File: src/rtl/serial_adder_ctrl.sv
// serial_adder_ctrl: bit-serial WIDTH-bit adder driving one full-adder cell.
// Operands shift LSB-first; result and carry registered at completion.
//
// Ports:
//   clk, reset         rising-edge clock, synchronous active-high reset
//   start              request, sampled only while idle
//   a_in, b_in         parallel operands, sampled when start is accepted
//   carry_in           initial carry, sampled when start is accepted
//   sub                (SERIAL_ADDER_SUB_EN only) subtract A-B
//   busy               high while an addition is in progress
//   done               one-cycle pulse, result valid
//   sum_out, carry_out registered result, held until next completion
//
// Build option: define SERIAL_ADDER_SUB_EN to add the sub port.

module full_adder_dataflow (
    input  logic a,
    input  logic b,
    input  logic cin,
    output logic sum,
    output logic cout
);
    assign sum  = a ^ b ^ cin;
    assign cout = (a & b) | (cin & (a ^ b));
endmodule

module serial_adder_ctrl #(
    parameter int WIDTH = 8
) (
    input  logic             clk,
    input  logic             reset,
    input  logic             start,
    input  logic [WIDTH-1:0] a_in,
    input  logic [WIDTH-1:0] b_in,
    input  logic             carry_in,
`ifdef SERIAL_ADDER_SUB_EN
    input  logic             sub,
`endif
    output logic             busy,
    output logic             done,
    output logic [WIDTH-1:0] sum_out,
    output logic             carry_out
);
    localparam int CNT_W = (WIDTH > 2) ? $clog2(WIDTH) : 1;
    localparam logic [CNT_W-1:0] LAST = CNT_W'(WIDTH - 1);

    typedef enum logic {
        S_IDLE,
        S_RUN
    } state_t;

    state_t           r_state;
    state_t           w_next_state;
    logic             w_load;
    logic             w_step;
    logic             w_last;

    logic [WIDTH-1:0] r_a_sh;
    logic [WIDTH-1:0] r_b_sh;
    logic             r_c;
    // Only WIDTH-1 bits are kept; the oldest bit lives in w_sum_next[0].
    logic [WIDTH-2:0] r_sum_sh;
    logic [CNT_W-1:0] r_cnt;
    logic             r_done;
    logic [WIDTH-1:0] r_sum_out;
    logic             r_carry_out;

    logic             w_cell_sum;
    logic             w_cell_cout;
    logic [WIDTH-1:0] w_sum_next;
    logic [WIDTH-1:0] w_b_load;
    logic             w_c_load;

`ifdef SERIAL_ADDER_SUB_EN
    // Subtract as A + ~B + 1; carry_out=1 then means no borrow.
    assign w_b_load = sub ? ~b_in : b_in;
    assign w_c_load = sub ? 1'b1 : carry_in;
`else
    assign w_b_load = b_in;
    assign w_c_load = carry_in;
`endif

    full_adder_dataflow u_cell (
        .a    (r_a_sh[0]),
        .b    (r_b_sh[0]),
        .cin  (r_c),
        .sum  (w_cell_sum),
        .cout (w_cell_cout)
    );

    assign w_sum_next = {w_cell_sum, r_sum_sh};

    always_ff @(posedge clk) begin
        if (reset) begin
            r_state <= S_IDLE;
        end else begin
            r_state <= w_next_state;
        end
    end

    always_comb begin
        w_next_state = r_state;
        w_load       = 1'b0;
        w_step       = 1'b0;
        w_last       = 1'b0;
        unique case (r_state)
            S_IDLE: begin
                if (start) begin
                    w_next_state = S_RUN;
                    w_load       = 1'b1;
                end
            end
            S_RUN: begin
                w_step = 1'b1;
                if (r_cnt == LAST) begin
                    w_last       = 1'b1;
                    w_next_state = S_IDLE;
                end
            end
            default: w_next_state = S_IDLE;
        endcase
    end

    always_ff @(posedge clk) begin
        if (reset) begin
            r_a_sh      <= '0;
            r_b_sh      <= '0;
            r_c         <= 1'b0;
            r_sum_sh    <= '0;
            r_cnt       <= '0;
            r_done      <= 1'b0;
            r_sum_out   <= '0;
            r_carry_out <= 1'b0;
        end else begin
            r_done <= w_last;
            if (w_load) begin
                r_a_sh <= a_in;
                r_b_sh <= w_b_load;
                r_c    <= w_c_load;
                r_cnt  <= '0;
            end else if (w_step) begin
                r_a_sh   <= r_a_sh >> 1;
                r_b_sh   <= r_b_sh >> 1;
                r_c      <= w_cell_cout;
                r_sum_sh <= w_sum_next[WIDTH-1:1];
                r_cnt    <= r_cnt + CNT_W'(1);
                if (w_last) begin
                    r_sum_out   <= w_sum_next;
                    r_carry_out <= w_cell_cout;
                end
            end
        end
    end

    assign busy      = (r_state == S_RUN);
    assign done      = r_done;
    assign sum_out   = r_sum_out;
    assign carry_out = r_carry_out;

endmodule

File: config.mk
export PLATFORM = sky130hd
export DESIGN_NAME = serial_adder_ctrl
export DESIGN_NICKNAME = d
export VERILOG_FILES = /design/src/rtl/serial_adder_ctrl.sv
export SDC_FILE = /design/constraint.sdc
export NUM_CORES = 1
export LEC_CHECK = 0
export CAP_MARGIN = 40
export CORE_MARGIN = 3
export CORE_UTILIZATION = 40
export CTS_CLUSTER_DIAMETER = 100
export DETAILED_ROUTE_END_ITERATION = 10
export GPL_TIMING_DRIVEN = 1
export PLACE_DENSITY_LB_ADDON = 0.2
export SETUP_SLACK_MARGIN = 0.5
export SLEW_MARGIN = 40
export SYNTH_ARGS = -nofsm -noshare
export SYNTH_HDL_FRONTEND = slang
export SYNTH_SLANG_ARGS = --single-unit
File: constraint.sdc
create_clock -name clk -period 1.25 [get_ports clk]
set_clock_uncertainty 0.05 [all_clocks]
set_input_delay 0.25 -clock clk [delete_from_list [all_inputs] [get_ports clk]]
set_output_delay 0.25 -clock clk [all_outputs]
set_load 0.05 [all_outputs]
Word-level counts from Yosys, hierarchy flattened:

Cells that the tools add are included.
Widths: inputs -> output; s select.

* bits of input ports: 20
* logic and storage cells: 35
* register bits: 38
* output and inout port bits: 11

* bitwise operators: 7
* multiplexer cells: 13
* equal/unequal tests: 1
* reductions and logical operators: 4
* add/subtract/negate cells: 1

Operator list (number)
* $mux 8: 4
* $mux 1: 8
* $add 3x1->3 const B: 1
* $eq 3x3->1 const B: 1
* $reduce_and 3->1: 1
* $and 1x1->1: 2
* $not 1->1: 2
* $pmux 1 s2: 1
* $reduce_and 2->1: 1
* $reduce_bool 2->1: 1
* $reduce_or 2->1: 1
* $xor 1x1->1: 2
* $or 1x1->1: 1

Longest topological paths before layout:

* word-level depth: 5
* gate-level depth with buffers: 5
* mapped depth without buffers: 4

Modules after synthesis:

From an unflattened synthesis, not the netlist that was laid out.

* cells, all modules: 160
* area total of the unflattened synthesis: 1676.6 µm²

By module, submodules not included
* serial_adder_ctrl: seq. area each 760.7 µm², times used 1, cells an instance 159, area an instance 1656.6 µm²
* full_adder_dataflow: seq. area each 0.0 µm², times used 1, cells an instance 1, area an instance 20.0 µm²

Worst setup path before layout:

OpenSTA, ideal clock, no wires.

* path type: reg2reg
* start point: reg r_state, in the netlist busy
* end point: reg r_sum_sh[2]
* slack: -0.193 ns
* stages on the path, launching flop included: 5
* clock period less this slack: 1.443 ns
* arrival: 1.265 ns
* setup time: 0.128 ns
* path buffers: 2
* data required time: 1.072 ns
* cell sequence: dfxtp_1 -> buf_6 -> buf_6 -> mux2i_1 -> nor2_1

* cells in the longest elaborated chain, start to end: 3
* elaborated cells between the ends (all ways): 4
* those cells by class: mux: 2; bitwise: 1; reduce/logical: 1

Ends and longest elaborated chain
* start, declared: RTL line 52 `state_t r_state;`
* start signal, assigned: RTL line 97 `r_state <= w_next_state;`
* $mux 1: RTL line 106 `unique case (r_state)`
* $not 1->1 (no source line)
* $reduce_and 2->1 (no source line) *
* end signal, assigned: RTL line 145 `r_sum_sh <= w_sum_next[WIDTH-1:1];`
* end, declared: RTL line 62 `logic [WIDTH-2:0] r_sum_sh;`

Every way passes the cells marked *; elsewhere a longest branch is shown, timed or not.
A chain may end at the register's enable or synchronous reset.

Worst setup path after layout:

* start point: reg r_c
* end point: reg r_sum_out[7], in the netlist sum_out[7]

* cells in the longest elaborated chain, start to end: 1

Ends and longest elaborated chain
* start, declared: RTL line 60 `logic r_c;`
* start signal, assigned: RTL line 139 `r_c <= w_c_load;`
* start signal, assigned: RTL line 144 `r_c <= w_cell_cout;`
* $xor 1x1->1: RTL line 23 `assign sum = a ^ b ^ cin;`
* via u_cell.sum: RTL line 20 `output logic sum,`
* end signal, assigned: RTL line 148 `r_sum_out <= w_sum_next;`
* end, declared: RTL line 65 `logic [WIDTH-1:0] r_sum_out;`

The timed path passes the listed nets, and every way through them passes these cells.

==> results by group <==
Die
  – I/O pins: 31
  – Floorplan core area: 3800 um2
  – DIE AREA: 4890 um2
  – Starting density of the core: 43.1%
  – Die Y: 69.9 um
  – # rows: 22
  – Die width: 69.9 um

Logic synthesis
  – Netlist Area Pre-Place: 1640 um2
  – Synth warn: 0
  – Net Count, Synth: 182
  – Post-synthesis sequential area ratio: 46.5%
  – Post-Syn Area per Cell: 10.3 um2
  – Mapped Cells: 159
  – Seq cells post-synth: 38
  – Distinct cells, synth: 20

Finish
  – Layout cells sized above 1: 45.3%
  – Area growth, synth to finish: 59.6%
  – Final non-filler cell total: 251
  – Post-layout nets: 225
  – Final instance area: 2610 um2
  – ANT cells: 0
  – Final core utilization: 68.7%

Pwr
  – Pwr dens: 1160 nW/um2
  – Worst VDD drop: 0.892 mV
  – Pleak: 0.00103 uW

Global route
  – Vias in the first global route: 1321
  – Largest net degree at the start of global routing: 21
  – Total grt overflow: 0
  – Initial antenna violation count: 0
  – Global-route wire length before repair: 6200 um
  – Total GRT Usage: 15.8%

Route
  – Via count: 1330
  – Antenna viol nets, final: 0
  – Drt pass-1 iters: 4
  – WL/cell: 15.6 um
  – Number of DRC markers in iteration 0: 43
  – Via density: 5.30
  – DRC viols: 0
  – Routed WL: 3920 um

Clock network
  – CTS tree: yes
  – Post-cts hold buffer count: 0
  – Clk pin slew, worst setup/hold paths: 80 ps
  – Root buf cell: clkbuf_8
  – Clk sinks: 38
  – Total CTS buffers: 5
  – Worst-Skew Late Latency: 290 ps
  – Clock Path Buffers: 2
  – H-tree depth: 2

STA
  – Fin Setup TNS: 0 ps
  – Fin crit share: 95.1%
  – Count of pins over their slew limit: 0
  – Minimum clock period: 1190 ps
  – Fmax: 0.841 GHz
  – RSZ-0062 raised after global routing: true
  – Slew margin rel.: 78.6%
  – Worst-Margin Slew: 323 ps
  – Finish-stage setup viols: 0
  – Final Hold Vio Count: 0

Job
  – Max Cap Viol: 0

Setup path
  – CP Capture Type: flip-flop
  – Worst Path Required: 1430 ps
  – CP Launch Type: flip-flop
  – Crit Path Class: flip-flop to flip-flop
  – Critical path data arrival time: 1370 ps
  – Critical Path Fanout Max: 2
  – Reg2Reg Depth: 3

Place
  – Dpl cell area: 2170 um2
  – Placed cells: 229
  – Post-DP HPWL: 2220 um
  – GP Congestion: 0.713
  – IO buf count: 30

Status
  – Status: finished, final reports clean

Worst hold path
  – Hold Crit Depth: 3
  – Hold crit path type: primary input to flip-flop
[cells in the final DEF, fill, tap and decap left out, drive strengths merged]
cell / n
a211oi: 16
a21bo: 9
a21oi: 12
buf: 31
bufinv: 2
clkbuf: 6
clkdlybuf4s15: 1
clkdlybuf4s50: 16
clkinv: 1
dfxtp: 38
dlymetal6s2s: 1
fa: 1
ha: 2
inv: 1
mux2i: 24
nand2: 3
nand2b: 1
nand3: 9
nor2: 9
nor2b: 15
nor3: 2
or3b: 3
[path summary, 6_finish.rpt]
check / slack, ps / endpoint / from
setup / recovery: 60 / sum_out[7] / r_c
hold / removal: 310 / r_cnt[0] / start
setup reg to reg: 60 / sum_out[7] / r_c
hold reg to reg: 440 / sum_out[4] / r_sum_sh[4]
[routing by layer]
metal	share of wire [%]	GRT usage (%)	vias up
li1	-	-	653
met1	45	19.5	648
met2	50	26.0	25
met3	3.6	4.75	4
met4	0.87	5.74	0
met5	0	0	-
[layout make-up]
type,instances,area [um2]
Inverter,1,6.26
Multi-Input combinational cell,106,956
Tap cell,48,60.1
Clock buffer,5,68.8
Clock inverter,3,68.8
Timing Repair Buffer,50,664
Sequential cell,38,786
Fill cell,276,1190
[sequential cells by signal, summed over array words and instances (netlist names)]
| register | count |
|---|---|
| sum_out | 8 |
| done | 1 |
| carry_out | 1 |
| r_sum_sh | 7 |
| r_a_sh | 8 |
| r_cnt | 3 |
| r_c | 1 |
| r_b_sh | 8 |
| busy | 1 |
[where the power goes]
group	switching, uW	internal [uW]
logic	194	271
registers	55.2	1270
clock network	453	800
[repair_timing]
item	CTS	global route
setup buffers	9	2
resized for setup	26	24
setup endpoints to repair	49	49
pin swaps	7	8
gates cloned	2	1
[cell usage after synthesis (all sizes together)]
master  count  area [um2]
a211oi     16         120
a21bo       9        90.1
a21oi      12        60.1
buf         9        70.1
clkbuf      5        18.8
dfxtp      38         761
fa          1        20.0
ha          2        25.0
inv         1        3.75
mux2i      24         240
nand2       3        11.3
nand2b      1        6.26
nand3       9        45.0
nor2        9        33.8
nor2b      15        93.8
nor3        2        10.0
or3b        3        26.3
[through the flow]
| stage | setup slack [ps] | hold slack [ps] | total power (uW) |
|---|---|---|---|
| finish | 60.7 | 313 | 3040 |
| global route | 3.92 | 317 | 3150 |
| CTS | 62.8 | 292 | 2980 |
| detailed placement | -316 | 432 | 1670 |
| global placement | -241 | 424 | 1650 |
| floorplan | 97.1 | 376 | 1550 |
[cells by family (layout without fill, tap and decap cells)]
family          after synthesis  count (layout)  synth area share [%]
compound gates               37              37                  16.5
fa+ha+maj                     3               3                  2.75
flops                        38              38                  46.5
simple gates                 42              42                  13.8
mux                          24              24                  14.7
buf+inv                      15              59                  5.66
[worst max-delay path: stages (launching register included)]
cell,delay (ps)
dfxtp_2,340
fa_1,550
nand3_1,80
a21oi_1,120
Power figures use the tool's default switching activity.
